==> src/rtl/collision_scheduler.sv <==
// Frame-level collision sequencer: shares one terrain column read port among NUM_OBJ objects.
// Optional wall probes (left/right columns, impact flag) enabled by `COLSCHED_WALL_PROBE_EN.
module collision_scheduler #(
  parameter int NUM_OBJ  = 4,
  parameter int COL_W    = 512,
  parameter int SCREEN_W = 640,
  parameter int RD_LAT   = 2
) (
  input  logic                  clk,
  input  logic                  reset,
  input  logic                  frame_start,
  input  logic [NUM_OBJ*10-1:0] obj_x,
  input  logic [NUM_OBJ*10-1:0] obj_y,
  input  logic [NUM_OBJ*10-1:0] obj_r,
  input  logic [NUM_OBJ-1:0]    obj_active,
  output logic                  col_rd,
  output logic [9:0]            col_addr,
  input  logic [COL_W-1:0]      col_data,
  output logic [NUM_OBJ-1:0]    landed,
  output logic [NUM_OBJ-1:0]    bounce,
  output logic [NUM_OBJ-1:0]    impact,
  output logic                  busy,
  output logic                  done
);

  localparam int IdxW = (NUM_OBJ > 1) ? $clog2(NUM_OBJ) : 1;
  localparam int BitW = (COL_W > 1) ? $clog2(COL_W) : 1;
  localparam logic [10:0] ColLim = 11'(COL_W);
  localparam logic [10:0] ScrLim = 11'(SCREEN_W);
`ifdef COLSCHED_WALL_PROBE_EN
  localparam logic [1:0] LastProbe = 2'd2;
`else
  localparam logic [1:0] LastProbe = 2'd0;
`endif

  typedef enum logic [2:0] {StIdle, StIssue, StWait, StCapture, StCommit} state_e;

  state_e              state_q;
  logic [IdxW-1:0]     obj_idx_q;
  logic [1:0]          probe_q;
  logic [15:0]         wait_q;
  logic                probe_ok_q;
  logic [9:0]          sh_x [NUM_OBJ];
  logic [9:0]          sh_y [NUM_OBJ];
  logic [9:0]          sh_r [NUM_OBJ];
  logic [NUM_OBJ-1:0]  sh_act;
`ifdef COLSCHED_WALL_PROBE_EN
  logic                land_tmp_q;
  logic                bounce_tmp_q;
  logic                wall_tmp_q;
  logic                wall_eval;
`endif

  // Returns {valid, column} for probe p of an object centred on column x.
  function automatic logic [10:0] probe_col(input logic [9:0] x, input logic [1:0] p);
    logic [10:0] x11;
    logic [10:0] col;
    logic        ok;
    x11 = {1'b0, x};
    case (p)
      2'd1: begin
        col = x11 - 11'd4;
        ok  = (x11 >= 11'd4) && (x11 < ScrLim);
      end
      2'd2: begin
        col = x11 + 11'd4;
        ok  = col < ScrLim;
      end
      default: begin
        col = x11;
        ok  = x11 < ScrLim;
      end
    endcase
    return {ok, col[9:0]};
  endfunction

  function automatic logic bit_at(input logic [COL_W-1:0] d, input logic [10:0] idx);
    return (idx < ColLim) ? d[idx[BitW-1:0]] : 1'b0;
  endfunction

  logic [9:0]       cur_x, cur_y, cur_r;
  logic             last_obj, last_probe, advance, issue_go;
  logic [IdxW-1:0]  nxt_idx;
  logic [10:0]      start_pc, same_pc, nxt_pc, issue_pc;
  logic [COL_W-1:0] cap_data;
  logic [10:0]      y11, r11, yr;
  logic             land_eval, bounce_eval;

  assign cur_x      = sh_x[obj_idx_q];
  assign cur_y      = sh_y[obj_idx_q];
  assign cur_r      = sh_r[obj_idx_q];
  assign last_obj   = obj_idx_q == IdxW'(NUM_OBJ - 1);
  assign last_probe = probe_q == LastProbe;
  assign nxt_idx    = last_obj ? '0 : obj_idx_q + IdxW'(1);
  assign start_pc   = probe_col(obj_x[9:0], 2'd0);
  assign same_pc    = probe_col(cur_x, probe_q + 2'd1);
  assign nxt_pc     = probe_col(sh_x[nxt_idx], 2'd0);

  // Commit is merged into the last probe's capture edge; inactive objects use StCommit.
  assign advance  = (state_q == StCommit) || ((state_q == StCapture) && last_probe);
  assign issue_go = ((state_q == StIdle) && frame_start && obj_active[0]) ||
                    (advance && !last_obj && sh_act[nxt_idx]) ||
                    ((state_q == StCapture) && !last_probe);
  assign issue_pc = (state_q == StIdle) ? start_pc : (advance ? nxt_pc : same_pc);

  // Skipped (out-of-screen) probes read as an empty column.
  assign cap_data    = probe_ok_q ? col_data : '0;
  assign y11         = {1'b0, cur_y};
  assign r11         = {1'b0, cur_r};
  assign yr          = y11 + r11;
  assign land_eval   = (yr >= ColLim) || bit_at(cap_data, yr);
  assign bounce_eval = !land_eval && (y11 >= r11) && bit_at(cap_data, y11 - r11);
`ifdef COLSCHED_WALL_PROBE_EN
  assign wall_eval   = bit_at(cap_data, y11);
`endif

  always_ff @(posedge clk or posedge reset) begin
    if (reset) begin
      state_q    <= StIdle;
      obj_idx_q  <= '0;
      probe_q    <= '0;
      wait_q     <= '0;
      probe_ok_q <= 1'b0;
      col_rd     <= 1'b0;
      col_addr   <= '0;
      landed     <= '0;
      bounce     <= '0;
      impact     <= '0;
      busy       <= 1'b0;
      done       <= 1'b0;
      sh_act     <= '0;
      for (int i = 0; i < NUM_OBJ; i++) begin
        sh_x[i] <= '0;
        sh_y[i] <= '0;
        sh_r[i] <= '0;
      end
`ifdef COLSCHED_WALL_PROBE_EN
      land_tmp_q   <= 1'b0;
      bounce_tmp_q <= 1'b0;
      wall_tmp_q   <= 1'b0;
`endif
    end else begin
      done     <= 1'b0;
      col_rd   <= 1'b0;
      col_addr <= '0;
      case (state_q)
        StIdle: begin
          if (frame_start) begin
            for (int i = 0; i < NUM_OBJ; i++) begin
              sh_x[i] <= obj_x[10*i +: 10];
              sh_y[i] <= obj_y[10*i +: 10];
              sh_r[i] <= obj_r[10*i +: 10];
            end
            sh_act    <= obj_active;
            obj_idx_q <= '0;
            probe_q   <= '0;
            busy      <= 1'b1;
            state_q   <= obj_active[0] ? StIssue : StCommit;
          end
        end
        StIssue: begin
          wait_q  <= '0;
          state_q <= (RD_LAT == 1) ? StCapture : StWait;
        end
        StWait: begin
          if (wait_q == 16'(RD_LAT - 2)) state_q <= StCapture;
          wait_q <= wait_q + 16'd1;
        end
        StCapture: begin
          if (last_probe) begin
`ifdef COLSCHED_WALL_PROBE_EN
            landed[obj_idx_q] <= land_tmp_q;
            bounce[obj_idx_q] <= bounce_tmp_q;
            impact[obj_idx_q] <= wall_tmp_q | wall_eval;
`else
            landed[obj_idx_q] <= land_eval;
            bounce[obj_idx_q] <= bounce_eval;
            impact[obj_idx_q] <= 1'b0;
`endif
          end else begin
`ifdef COLSCHED_WALL_PROBE_EN
            if (probe_q == 2'd0) begin
              land_tmp_q   <= land_eval;
              bounce_tmp_q <= bounce_eval;
              wall_tmp_q   <= 1'b0;
            end else begin
              wall_tmp_q <= wall_eval;
            end
`endif
            probe_q <= probe_q + 2'd1;
            state_q <= StIssue;
          end
        end
        StCommit: begin
          landed[obj_idx_q] <= 1'b0;
          bounce[obj_idx_q] <= 1'b0;
          impact[obj_idx_q] <= 1'b0;
        end
        default: state_q <= StIdle;
      endcase

      if (advance) begin
        probe_q <= '0;
        if (last_obj) begin
          state_q   <= StIdle;
          obj_idx_q <= '0;
          busy      <= 1'b0;
          done      <= 1'b1;
        end else begin
          obj_idx_q <= nxt_idx;
          state_q   <= sh_act[nxt_idx] ? StIssue : StCommit;
        end
      end

      // An invalid probe still occupies its ISSUE slot, just without a strobe.
      if (issue_go) begin
        col_rd     <= issue_pc[10];
        col_addr   <= issue_pc[10] ? issue_pc[9:0] : 10'd0;
        probe_ok_q <= issue_pc[10];
      end
    end
  end

endmodule
==> config.mk <==
export PLATFORM = sky130hd
export DESIGN_NAME = collision_scheduler
export DESIGN_NICKNAME = d
export VERILOG_FILES = /design/src/rtl/collision_scheduler.sv
export SDC_FILE = /design/constraint.sdc
export NUM_CORES = 1
export LEC_CHECK = 0
export ABC_AREA = 1
export CORE_AREA = 2 2 256 258
export DETAILED_ROUTE_END_ITERATION = 10
export DIE_AREA = 0 0 258 260
export GPL_TIMING_DRIVEN = 0
export SLEW_MARGIN = 20
export SYNTH_ARGS = -nofsm -noshare
export SYNTH_HDL_FRONTEND = slang
export SYNTH_SLANG_ARGS = --single-unit
==> constraint.sdc <==
create_clock -name clk -period 7.5 [get_ports clk]
set_input_delay 1.5 -clock clk [delete_from_list [all_inputs] [get_ports clk]]
set_output_delay 1.5 -clock clk [all_outputs]
set_load 0.05 [all_outputs]
# Word-level counts from Yosys, hierarchy flattened
# Cells that the tools add are included.
classes:
  addsub: 7
  order_cmp: 16
  n_eq_ne: 12
  muxes: 61
  bitwise: 6
  reduce_logical: 30
op_table:
  columns: ["cell", "count"]
  rows:
  - ["$mux W512", 1]
  - ["$mux W10", 10]
  - ["$bmux W10 S2", 4]
  - ["$lt A11 B10 Y1 const B", 3]
  - ["$pmux W16 S2", 1]
  - ["$lt A10 B10 Y1 const B", 3]
  - ["$pmux W4 S2", 3]
  - ["$mux W11", 2]
  - ["$mux W3", 7]
  - ["$lt A9 B10 Y1 const B", 2]
  - ["$pmux W10 S2", 1]
  - ["$bmux W1 S9", 2]
  - ["$add A16 B1 Y16 const B", 1]
  - ["$logic_not A16 Y1", 1]
  - ["$pmux W3 S5", 1]
  - ["$mux W2", 7]
  - ["$mux W1", 13]
  - ["$and A4 B4 Y4", 3]
  - ["$mux W4", 3]
  - ["$add A10 B10 Y11", 1]
  - ["$add A10 B3 Y11 const B", 1]
  - ["$ge A11 B10 Y1 const B", 1]
  - ["$sub A10 B10 Y11", 1]
  - ["$ge A10 B10 Y1", 1]
  - ["30 further kinds", 59]
totals:
  ff_bits: 173
  inputBits: 639
  output_inout_bits: 25
  elab_cells: 157

# Depth between registers and ports, before layout
logic_depth:
  depth_word: 15
  mapped_depth: 28
  mapped_depth_nobuf: 23

# Least setup slack after synthesis
# Ideal clock, no wire load.
synth_timing:
  path_kind: "flip-flop to flip-flop"
  from: "register obj_idx_q[0]"
  to: "register bounce[0]"
  setup_time_ns: 0.118
  arrival_ns: 3.988
  required_time_ns: 7.382
  slack_ns: 3.395
  stages_incl_launch_ff: 25
  path_buffers: 7
  synth_period_minus_slack_ns: 4.105
  path_cell_list: "dfrtp_1 > buf_6 > buf_8 > buf_2 > buf_1 > clkbuf_1 > o21ai_0 > o22ai_1 > ha_1 > inv_1 > fa_1 > inv_2 > buf_2 > buf_1 > nand4_1 > nand3_1 > nand3_1 > nand3_1 > nand3_1 > nand3_1 > nand3_1 > a21oi_1 > nor2_2 > nand3_1 > nand2_1"
synth_via:
  elab_chain_len: 15
  word_cells_on_any_way: 33
  cone_classes: "add/sub (2); order compare (6); mux (17); bitwise (3); reduce/logical (5)"
synth_lines:
  columns: ["item", "line", "text"]
  rows:
  - ["from (decl)", "39", "logic [IdxW-1:0] obj_idx_q;"]
  - ["from (signal assigned)", "210", "obj_idx_q <= nxt_idx;"]
  - ["$not A2 Y3 (implied by the code)", "90, 91", null]
  - ["$bmux W10 S2 (on tied branches)", "90, 91", null]
  - ["$mux W10 (on tied branches) (2 in a row)", "90, 91", null]
  - ["$add A10 B10 Y11", "110", "assign yr = y11 + r11;"]
  - ["$bmux W1 S9", "78", "return (idx < ColLim) ? d[idx[BitW-1:0]] : 1'b0;"]
  - ["$mux W1 (implied by the code)", "78", null]
  - ["$mux W1", "78", null]
  - ["$logic_or A1 B1 Y1", "111", "assign land_eval = (yr >= ColLim) || bit_at(cap_data, yr);"]
  - ["$logic_not A1 Y1", "112", "assign bounce_eval = !land_eval && (y11 >= r11) && bit_at(cap_data, y11 - r11);"]
  - ["$logic_and A1 B1 Y1 (2 in a row)", "112", null]
  - ["$bwmux W4", "177", "bounce[obj_idx_q] <= bounce_eval;"]
  - ["$mux W4", "170", "if (last_probe) begin"]
  - ["$pmux W4 S2 *", "146", "case (state_q)"]
  - ["to (signal, indexed assignment)", "177", null]
  - ["to (decl)", "20", "output logic [NUM_OBJ-1:0] bounce,"]
# Every way passes the cells marked *; elsewhere a longest branch is shown, timed or not. The select of a mux whose other input is x is not followed.
# A chain may end at the register's enable or synchronous reset.

# Worst setup path in the final report
layout_timing:
  from: "register obj_idx_q[1]"
  to: "register landed[3]"
layout_via:
  elab_chain_len: 12
  word_cells_on_any_way: 24
  cone_classes: "add/sub (1); order compare (4); mux (14); bitwise (3); reduce/logical (2)"
layout_lines:
  columns: ["item", "line", "text"]
  rows:
  - ["$not A2 Y3 (implied by the code)", "90, 91", null]
  - ["$bmux W10 S2 (on tied branches)", "90, 91", null]
  - ["$mux W10 (on tied branches) (2 in a row)", "90, 91", null]
  - ["$add A10 B10 Y11", "110", null]
  - ["$bmux W1 S9", "78", null]
  - ["$mux W1 (implied by the code)", "78", null]
  - ["$mux W1", "78", null]
  - ["$logic_or A1 B1 Y1", "111", null]
  - ["$bwmux W4", "176", "landed[obj_idx_q] <= land_eval;"]
  - ["$mux W4", "170", null]
  - ["$pmux W4 S2 *", "146", null]
  - ["to (signal, indexed assignment)", "176", null]
  - ["to (decl)", "19", "output logic [NUM_OBJ-1:0] landed,"]
# Marked as above.

==> summary.txt <==
Logic synthesis
  • Leading area contributor after synthesis: dfrtp_1
  • Synth warn: 0
  • Synth area leaders: dfrtp_1, nand2_1, nand3_1
  • Synth cell count leaders: nand2_1, nand3_1, inv_1
  • Top-count cell post-synth: nand2_1
  • EDFF count, synth: 0
  • Mapped Area: 0.02015 mm2
  • Seq/Total Area, Yosys: 21.49%
  • Post-Synthesis Cells: 3,463
  • Share of the synthesized area in the top cell type: 21.49%
  • Yosys reg bits: 173
  • FFs w/ async S/R, synth: 100.0%
  • Synth Net Count: 4,135
  • Synth unique cells: 58
  • Synth Flop Type: dfrtp_1
  • Syn Area/Cell: 5.818 um2

Outcome
  • Status: complete, no violations

Routing
  • Final WL: 156,200 um
  • Per-cell routed wire length: 31.09 um
  • Post-route DRC: 0
  • Drt pass-1 iters: 9
  • Routed Antenna Nets: 0
  • Via count: 29.71k
  • Iteration-0 DRC Markers: 4,361
  • Avg Vias per Cell: 5.914

Setup path
  • R2r setup slk: 810 ps
  • Worst R2R End: landed[3]
  • Element type at the critical path end: flip-flop
  • CP arrival: 7070 ps
  • CP Class: flip-flop to flip-flop
  • CP max FO: 11
  • Cells on worst reg2reg path: 23
  • Reg2reg start: obj_idx_q[1]
  • Critical Path Sink: landed[3]
  • Crit path required time: 7880 ps
  • CP Launch Type: flip-flop
  • Worst setup path start: obj_idx_q[1]

Clock network
  • Clock Tree Buf Depth: 2
  • Clk slew on worst S/H paths: 80 ps
  • Clk_lat worst skew: 460 ps
  • Hold bufs inserted after CTS: 0
  • H-tree depth: 4
  • CTS tree: done
  • Clock sinks: 173
  • Total CTS buffers: 17
  • Postcts setup bufs: 0
  • Clk Tree Root Cell: clkbuf_16
  • # resized after CTS: 0

Cells and area
  • Share of cells above drive strength 1: 8.920%
  • Area Overhead vs Synth: 41.77%
  • Core Util, Final: 44.55%
  • NumNets Final: 4,818

Timing
  • Least-Margin Pin Slew: 1263 ps
  • Hold Violations, Final: 0
  • Rel. slew slack: 15.82%
  • Slew Limit Fails: 0
  • Post-layout min period: 6686 ps
  • RSZ-0062 raised after global routing: false
  • Setup-failing EPs final: 0
  • Worst Clk Skew: 13.12 ps
  • Maximum clock rate: 0.1496 GHz
  • Period utilisation layout: 89.15%

GRT
  • Vias in the first global route: 28.81k
  • Initial antenna violation count: 17
  • Tot GR Track Use: 44.74%
  • Total grt overflow: 0
  • Largest net degree at the start of global routing: 92
  • First-pass GRT wire length: 213,000 um

Die
  • Starting Density: 31.43%
  • CORE AREA: 0.06412 mm2
  • Ports: 664
  • Die X: 258 um
  • FP Rows: 93
  • Total Die Area: 0.06708 mm2
  • Die H: 260 um

Placement
  • GPL Wtd Cong: 1.070
  • Final HPWL from detailed placement: 123,100 um
  • Port Buf Inserts: 663

Hold path
  • Worst min path class: flip-flop to flip-flop

Flow run
  • Max Cap Viol: 0
per-layer routing:
metal / wire [um] / vias up / share of wire, % / global-route usage, %
met1: 59250 / 13920 / 38 / 54.55
li1: - / 12900 / - / -
met5: 46 / - / 0.029 / 0
met2: 66460 / 2259 / 43 / 69.05
met4: 11360 / 8 / 7.3 / 26.94
met3: 19050 / 613 / 12 / 14.01
stage by stage:
step | instances | area (um2) | hold slack, ps | setup slack [ps] | TNS, ps
after floorplan | 3463 | 20150 | 443.6 | 1312 | 0
after global placement | 4981 | 27860 | 456.2 | -1145 | -194630
after detailed placement | 4982 | 27890 | 460.1 | 1160 | 0
after CTS | 5014 | 28540 | 478.4 | 1119 | 0
after global routing | 5019 | 28560 | 492.4 | 804.5 | 0
final | 5023 | 28570 | 482.6 | 813.6 | 0
worst min path at each step:
| stage | from | endpoint | slack, ps | cells after the start |
|---|---|---|---|---|
| 2_1_floorplan | sh_r[10] | sh_r[10] | 440 | 2 |
| 3_3_place_gp | sh_y[18] | sh_y[18] | 460 | 2 |
| 3_5_place_dp | sh_y[18] | sh_y[18] | 460 | 2 |
| 4_1_cts | sh_y[18] | sh_y[18] | 480 | 2 |
| 5_1_grt | sh_y[15] | sh_y[15] | 490 | 2 |
| 6_report | sh_y[18] | sh_y[18] | 480 | 2 |
kinds of logic (layout without fill, tap and decap cells):
kind of cell / after synthesis / count (layout) / share of synthesized area [%]
and+or+nand+nor: 2294 / 2294 / 53.78
buffers and inverters: 714 / 1410 / 14.88
AOI/OAI and AO/OA: 238 / 238 / 7.178
DFF: 173 / 173 / 21.49
adders and majority gates: 33 / 33 / 2.124
xor gates and xnor gates: 11 / 11 / 0.5527
other: 0 / 9 / 0
critical path: stages, from the launching register on:
cell	delay, ps
dfrtp_1	500
inv_2	140
buf_2	230
buf_1	620
clkbuf_1	510
o21ai_0	190
o22ai_1	270
ha_1	260
inv_1	80
fa_1	760
clkbuf_1	530
clkbuf_1	780
nand3_1	320
nand3_1	210
nand3_1	90
nand3_1	140
nand3_1	100
nand3_1	130
nand3_1	140
nand3_1	110
nand2_1	60
nand2_1	60
nand2_1	160
a21oi_1	180
layout by cell type (no fill, tap or decap), types with 8 or more instances in the layout:
cell type,synthesis,layout
clkdlybuf4s50_1,0,663
a22oi_1,8,8
inv_1,431,430
clkbuf_16,0,17
ha_1,31,31
dfrtp_1,173,173
buf_4,18,18
diode_2,0,9
a21oi_1,61,61
a32oi_1,11,11
or2_1,25,25
o211ai_1,19,19
nand4_1,377,377
buf_2,130,130
o21ai_0,84,84
buf_6,10,10
nor2_1,147,147
nand2_2,8,8
nand2_1,953,953
buf_1,22,21
o22ai_1,16,16
nand3_1,616,616
nor2_2,13,13
or2_2,132,132
inv_2,13,13
clkbuf_1,86,86
flip-flops by register name, indices dropped and copies added (netlist names):
signal,count
sh_r,40
sh_x,40
sh_y,40
wait_q,16
col_addr,10
bounce,4
impact,4
landed,4
sh_act,4
state_q,3
obj_idx_q,2
probe_q,2
busy,1
col_rd,1
done,1
probe_ok_q,1
final cells by class:
type                       count  area (um2)
fill                        7117       35550
multi-input combinational   2576       12820
timing repair buffer         664        6664
sequential                   173        4329
inverter                     446        1682
buffer                       268        1325
tap                          855        1070
clock buffer                  17       425.4
clock inverter                15       226.5
antenna                        9       22.52
Power is not shown: default switching activity piles up to over one toggle a cycle in this logic, so the estimate is an artifact.
